===== src/rtl/multicycle_control.sv =====
// ============================================================================
// Module   : multicycle_control
// Brief    : Main sequencing FSM of the multi-cycle RV32I core, with a
//            memory-wait watchdog and sticky halt flags.
// Revision : 1.0 - initial release
// ============================================================================
`default_nettype none

module multicycle_control #(
    parameter int MEM_TIMEOUT = 255,
    parameter int TCW         = 16
) (
    input  logic        clk,
    input  logic        reset,
    input  logic [31:0] instruction_code,
    input  logic        mem_ready,
    input  logic        alu_zero,
    input  logic        alu_lsb,
    output logic [2:0]  ALUOp,
    output logic [1:0]  alu_src_a,
    output logic [1:0]  alu_src_b,
    output logic        pc_write,
    output logic        pc_src,
    output logic        ir_write,
    output logic        mem_read,
    output logic        mem_write,
    output logic        iord,
    output logic        reg_write,
    output logic        mem_to_reg,
    output logic        illegal_instr,
    output logic        bus_error,
    output logic        instr_done
);

    typedef enum logic [3:0] {
        S_FETCH     = 4'd0,
        S_DECODE    = 4'd1,
        S_EXEC_R    = 4'd2,
        S_EXEC_I    = 4'd3,
        S_EXEC_ADDR = 4'd4,
        S_EXEC_BR   = 4'd5,
        S_MEM_RD    = 4'd6,
        S_MEM_WR    = 4'd7,
        S_WB_ALU    = 4'd8,
        S_WB_MEM    = 4'd9,
        S_HALT      = 4'd10
    } state_t;

    localparam logic [TCW-1:0] c_limit = TCW'(MEM_TIMEOUT);

    state_t         r_state;
    state_t         w_next;
    logic [TCW-1:0] r_cnt;
    logic           w_wait_state;
    logic           w_timeout;
    logic           w_illegal_go;
    logic           w_taken;
    logic [6:0]     w_opcode;
    logic [2:0]     w_funct3;
    logic           w_unused;

    assign w_opcode = instruction_code[6:0];
    assign w_funct3 = instruction_code[14:12];
    assign w_unused = ^{instruction_code[31:15], instruction_code[11:7]};

    assign w_wait_state = (r_state == S_FETCH) || (r_state == S_MEM_RD) ||
                          (r_state == S_MEM_WR);
    // mem_ready arriving on the limit cycle still completes the access
    assign w_timeout    = w_wait_state && !mem_ready && (r_cnt == c_limit);

    always_comb begin
        w_taken = 1'b0;
        case (w_funct3)
            3'b000:          w_taken = alu_zero;
            3'b001:          w_taken = !alu_zero;
            3'b100, 3'b110:  w_taken = alu_lsb;
            3'b101, 3'b111:  w_taken = !alu_lsb;
            default:         w_taken = 1'b0;
        endcase
    end

    always_ff @(posedge clk) begin
        if (reset) begin
            r_state       <= S_FETCH;
            r_cnt         <= '0;
            illegal_instr <= 1'b0;
            bus_error     <= 1'b0;
        end else begin
            r_state <= w_next;
            if (w_next != r_state)
                r_cnt <= '0;
            else if (w_wait_state && r_cnt != c_limit)
                r_cnt <= r_cnt + 1'b1;
            if (w_illegal_go)
                illegal_instr <= 1'b1;
            if (w_timeout)
                bus_error <= 1'b1;
        end
    end

    always_comb begin
        w_next       = r_state;
        w_illegal_go = 1'b0;
        ALUOp        = 3'b000;
        alu_src_a    = 2'b00;
        alu_src_b    = 2'b00;
        pc_write     = 1'b0;
        pc_src       = 1'b0;
        ir_write     = 1'b0;
        mem_read     = 1'b0;
        mem_write    = 1'b0;
        iord         = 1'b0;
        reg_write    = 1'b0;
        mem_to_reg   = 1'b0;
        instr_done   = 1'b0;
        case (r_state)
            S_FETCH: begin
                mem_read  = 1'b1;
                alu_src_b = 2'b01;
                if (mem_ready) begin
                    ir_write = 1'b1;
                    pc_write = 1'b1;
                    w_next   = S_DECODE;
                end else if (w_timeout) begin
                    w_next = S_HALT;
                end
            end
            S_DECODE: begin
                alu_src_a = 2'b01;
                alu_src_b = 2'b10;
                case (w_opcode)
                    7'b0110011:             w_next = S_EXEC_R;
                    7'b0010011:             w_next = S_EXEC_I;
                    7'b0000011, 7'b0100011: w_next = S_EXEC_ADDR;
                    7'b1100011:             w_next = S_EXEC_BR;
                    default: begin
                        w_next       = S_HALT;
                        w_illegal_go = 1'b1;
                    end
                endcase
            end
            S_EXEC_R: begin
                ALUOp     = 3'b010;
                alu_src_a = 2'b10;
                w_next    = S_WB_ALU;
            end
            S_EXEC_I: begin
                ALUOp     = 3'b100;
                alu_src_a = 2'b10;
                alu_src_b = 2'b10;
                w_next    = S_WB_ALU;
            end
            S_EXEC_ADDR: begin
                alu_src_a = 2'b10;
                alu_src_b = 2'b10;
                // opcode bit 5 separates store (0100011) from load (0000011)
                w_next    = instruction_code[5] ? S_MEM_WR : S_MEM_RD;
            end
            S_EXEC_BR: begin
                ALUOp      = 3'b001;
                alu_src_a  = 2'b10;
                pc_write   = w_taken;
                pc_src     = w_taken;
                instr_done = 1'b1;
                w_next     = S_FETCH;
            end
            S_MEM_RD: begin
                mem_read = 1'b1;
                iord     = 1'b1;
                if (mem_ready)
                    w_next = S_WB_MEM;
                else if (w_timeout)
                    w_next = S_HALT;
            end
            S_MEM_WR: begin
                mem_write = 1'b1;
                iord      = 1'b1;
                if (mem_ready) begin
                    instr_done = 1'b1;
                    w_next     = S_FETCH;
                end else if (w_timeout) begin
                    w_next = S_HALT;
                end
            end
            S_WB_ALU: begin
                reg_write  = 1'b1;
                instr_done = 1'b1;
                w_next     = S_FETCH;
            end
            S_WB_MEM: begin
                reg_write  = 1'b1;
                mem_to_reg = 1'b1;
                instr_done = 1'b1;
                w_next     = S_FETCH;
            end
            S_HALT:  w_next = S_HALT;
            default: w_next = S_HALT;
        endcase
    end

endmodule

`default_nettype wire


===== config.mk =====
export PLATFORM = sky130hd
export DESIGN_NAME = multicycle_control
export DESIGN_NICKNAME = d
export VERILOG_FILES = /design/src/rtl/multicycle_control.sv
export SDC_FILE = /design/constraint.sdc
export NUM_CORES = 1
export LEC_CHECK = 0
export ABC_AREA = 1
export BUFFER_PORTS_ARGS = -buffer_cell sky130_fd_sc_hd__buf_4
export CAP_MARGIN = 30
export CORE_MARGIN = 3
export CORE_UTILIZATION = 40
export CTS_CLUSTER_SIZE = 40
export DETAILED_ROUTE_END_ITERATION = 8
export HOLD_SLACK_MARGIN = 0.08
export PLACE_DENSITY = 0.76
export REMOVE_ABC_BUFFERS = 1
export SLEW_MARGIN = 20
export SYNTH_ARGS = -nofsm -noshare
export SYNTH_HDL_FRONTEND = slang
export SYNTH_SLANG_ARGS = --single-unit

===== constraint.sdc =====
create_clock -name clk -period 5.5 [get_ports clk]
set_clock_uncertainty 0.05 [all_clocks]
set_input_delay 0.55 -clock clk [delete_from_list [all_inputs] [get_ports clk]]
set_output_delay 0.55 -clock clk [all_outputs]
set_load 0.02 [all_outputs]

==> metrics.log <==
[metrics] result of the run: finished, final reports clean
[metrics] Hold Worst Slack: 0.406 ns
[metrics] Total Wirelength: 3070 um
[metrics] Metal-1 WL: between 1000 and 1500 um
[metrics] cell with the most instances after synthesis: nand2_1
[metrics] Hold/Removal Path Class: reg -> reg
[metrics] maximum frequency from static timing analysis: ~460 MHz
[metrics] fraction of the cycle the final worst path needs: roughly two fifths
[metrics] Final Net Count: around 300
[metrics] hold-fix buffers at CTS: 0
[metrics] number of slew-limit violations in the final report: 0
[metrics] kind of critical path: reg -> reg
[metrics] Main synth FF type: dfxtp_1
[metrics] maximum number of pins on one net before global-route repair: 17
[metrics] Power per Cell Area: 365 mW/mm^2
[metrics] number of buffers on the longest clock path: 2
[metrics] post-synthesis to final-layout area growth: 21.2%
[metrics] number of placement rows: 22
[metrics] GRT Total Usage: 13.5%
[metrics] number of nets with antenna violations after routing: 0
[metrics] Fin Setup TNS: 0 ns
[metrics] Net Sw Frac: 44.2%
[metrics] post-cts sizing count: 0
[metrics] setup repair after global routing missed its margin: no
[metrics] final worst setup slack: 3.34 ns
[metrics] number of buffers created by CTS: 3
[metrics] Arrival @ worst endpoint: 2.30 ns
[metrics] Hold Vio Cnt, Final: 0
[metrics] sequential share of power: 28.0%
[metrics] Worst Setup Slack post-DPL: 3.32 ns
[metrics] clk slew on worst S/H paths: 0.08 ns
[metrics] switching power of the nets: 313 uW
[metrics] largest fanout of any net on the critical path: 16
[metrics] required time of the worst setup path: 5.64 ns
[metrics] Post-synth ARST share: 0%
[metrics] H-tree level count: 1
[metrics] height of the die: between 60 and 70 um
[metrics] antenna violations before repair: 0
[metrics] share of the synthesized area in the top cell type: 27.5%
[metrics] syn_area_per_cell: 6.84 sq um
[metrics] overall overflow remaining after global route: 0
[metrics] antenna diode count: 0
[metrics] max-capacitance violation count: 0
[metrics] wire length on met2: 1510 um
[metrics] number of warnings reported in the yosys synthesis log: 0
[metrics] part of the total power dissipated in combinational logic: 51.0%
[metrics] wire length of the first global-routing pass: 5550 um
[metrics] highest metal layer with signal wires: met4
[metrics] fraction of final layout cells sized beyond drive strength 1: 28.0%
[metrics] multi-input combinational cell area: 972 sq um
[metrics] detailed-route vias per instance: 4.67
[metrics] number of synthesized register bits: 22
[metrics] cell types with the largest area share after synthesis: dfxtp_1, nand2_1, nor2_4, inv_1, nor2_1
[metrics] standard cell core area: 0.00377 sq mm
[metrics] synthesized instance count: 234
[metrics] critical path startpoint category: flip-flop
[metrics] worst slew pin tran: 0.409 ns
[metrics] TritonCTS Sinks: 22
[metrics] buffer type at the clock tree root: clkbuf_8
[metrics] number of distinct library cells after synthesis: 27
[metrics] synthesized area: 0.00160 sq mm
[metrics] detailed-route via count: 1,476
[metrics] number of iterations in the first detailed-routing pass: 4
[metrics] setup violation total in the final timing report: 0
[metrics] sequential cell area: about 440 sq um
[metrics] placer congestion estimate: around 0.92
[metrics] clock period minus worst slack: 2.16 ns
[metrics] detailed-routed wire length on met3: 152 um
[metrics] internal power contribution: roughly 400 uW
[metrics] clock latency of the later-clocked register in the worst-skew pair: between 0.2 and 0.3 ns
[metrics] clock tree from TritonCTS: built
[metrics] initial core utilization: 42.5%
[metrics] Post-CTS Repair Setup Buffers: 0
[metrics] share of the yosys chip area belonging to registers: 27.5%
[metrics] area leader, netlist: dfxtp_1
[metrics] Max transition margin: 72.8%
[metrics] post-route DRC violation count: 0
[metrics] worst vdd ir: about 250 uV
[metrics] die boundary width: 69.3 um
[metrics] Starting DRT DRC Count: 44
[metrics] number of placed I/O pins: 55
[metrics] number of input and output port buffers inserted: 32
[metrics] number of enable flip-flop cells after synthesis: 0
[metrics] CP endpoint kind: flip-flop
[metrics] detailed-route wire length per cell: just under 10 um
[metrics] number of fillers in the final layout: approximately 370
[metrics] total die area: 0.00480 sq mm
[metrics] vias in the first global route: 1,359
[metrics] hpwl dp: 2460 um
[metrics] Commonest cells post-synth: nand2_1, inv_1, nor2_1
[metrics] share of power burned in the clock network: 21.0%
[metrics] Leak: 0.000897 uW
==> routing by layer <==
metal,global-route usage (%),vias up
li1,-,795
met1,17.1,646
met2,23.0,31
met3,3.77,4
met4,2.60,0
met5,0,-
==> worst max-delay path: stages (launching register included) <==
cell	delay [ns]
dfxtp_1	0.40
ha_1	0.22
nand3_1	0.12
nor2_2	0.21
nand3_2	0.17
nand2_2	0.13
nand2_1	0.05
nand2_1	0.07
nand2_2	0.06
nor2_4	0.11
nand3_4	0.31
nor2_1	0.19
==> sequential cells by signal, indices dropped and copies added, names as in the netlist <==
signal,cells
r_state,4
r_cnt,16
illegal_instr,1
bus_error,1
==> power groups by stage <==
stage / combinational [uW] / sequential [uW] / clock [uW]
after detailed placement: 364 / 202 / 0
final: 362 / 199 / 149
after global placement: 362 / 202 / 0
after global routing: 399 / 201 / 159
after CTS: 366 / 198 / 152
after floorplan: 262 / 199 / 0
==> logic make-up (layout without fill, tap and decap cells) <==
logic type / Yosys count / count (layout) / synth area share, %
buf+inv: 44 / 78 / 11.8
fa+ha+maj: 1 / 1 / 0.781
simple gates: 137 / 137 / 45.9
flops: 22 / 22 / 27.5
xor+xnor: 15 / 15 / 8.20
mux: 1 / 1 / 0.625
compound gates: 14 / 14 / 5.16
==> final timing paths <==
kind | startpoint | to | slack [ns] | depth (start not counted)
min reg2reg | illegal_instr | illegal_instr | 0.41 | 2
max | r_cnt[0] | r_cnt[3] | 3.34 | 11
min | illegal_instr | illegal_instr | 0.41 | 2
max reg2reg | r_cnt[0] | r_cnt[3] | 3.34 | 11
==> cells in the final DEF (no fill, tap or decap) <==
cell type	netlist	final
mux2i_1	1	1
nor3_2	1	1
a21oi_1	7	7
a21boi_0	1	1
xnor2_1	7	7
buf_4	0	32
nor3_1	2	2
nand4_1	7	7
o32ai_1	1	1
inv_1	37	37
nand2_1	45	45
nand2_2	7	7
inv_2	5	5
ha_1	1	1
nand3_4	1	1
xor2_1	8	8
a41oi_1	1	1
nand3_1	15	15
clkbuf_8	0	3
nor3_4	1	1
o211ai_1	1	1
nor2_2	9	9
nor2_4	13	13
dfxtp_1	22	22
bufinv_16	0	1
o21ai_0	3	3
nand3_2	2	2
nor2_1	34	34
==> per-stage QoR <==
| step | power [uW] | area [sq um] | utilization, % | cells |
|---|---|---|---|---|
| 2_1_floorplan | 461 | 1570 | - | 232 |
| 3_3_place_gp | 565 | 1870 | 49.6 | 312 |
| 3_5_place_dp | 566 | 1870 | 49.6 | 312 |
| 4_1_cts | 716 | 1940 | 51.5 | 316 |
| 5_1_grt | 758 | 1940 | 51.5 | 316 |
| 6_report | 709 | 1940 | 51.5 | 316 |
==> area by class of cell <==
| type | count | area share, % |
|---|---|---|
| Clock buffer | 3 | 2.13 |
| Clock inverter | 1 | 1.55 |
| Inverter | 42 | 8.12 |
| Multi-Input combinational cell | 168 | 50.1 |
| Sequential cell | 22 | 22.7 |
| Tap cell | 48 | 3.09 |
| Timing Repair Buffer | 32 | 12.4 |
Note: power is estimated with default switching activity, not from simulation.
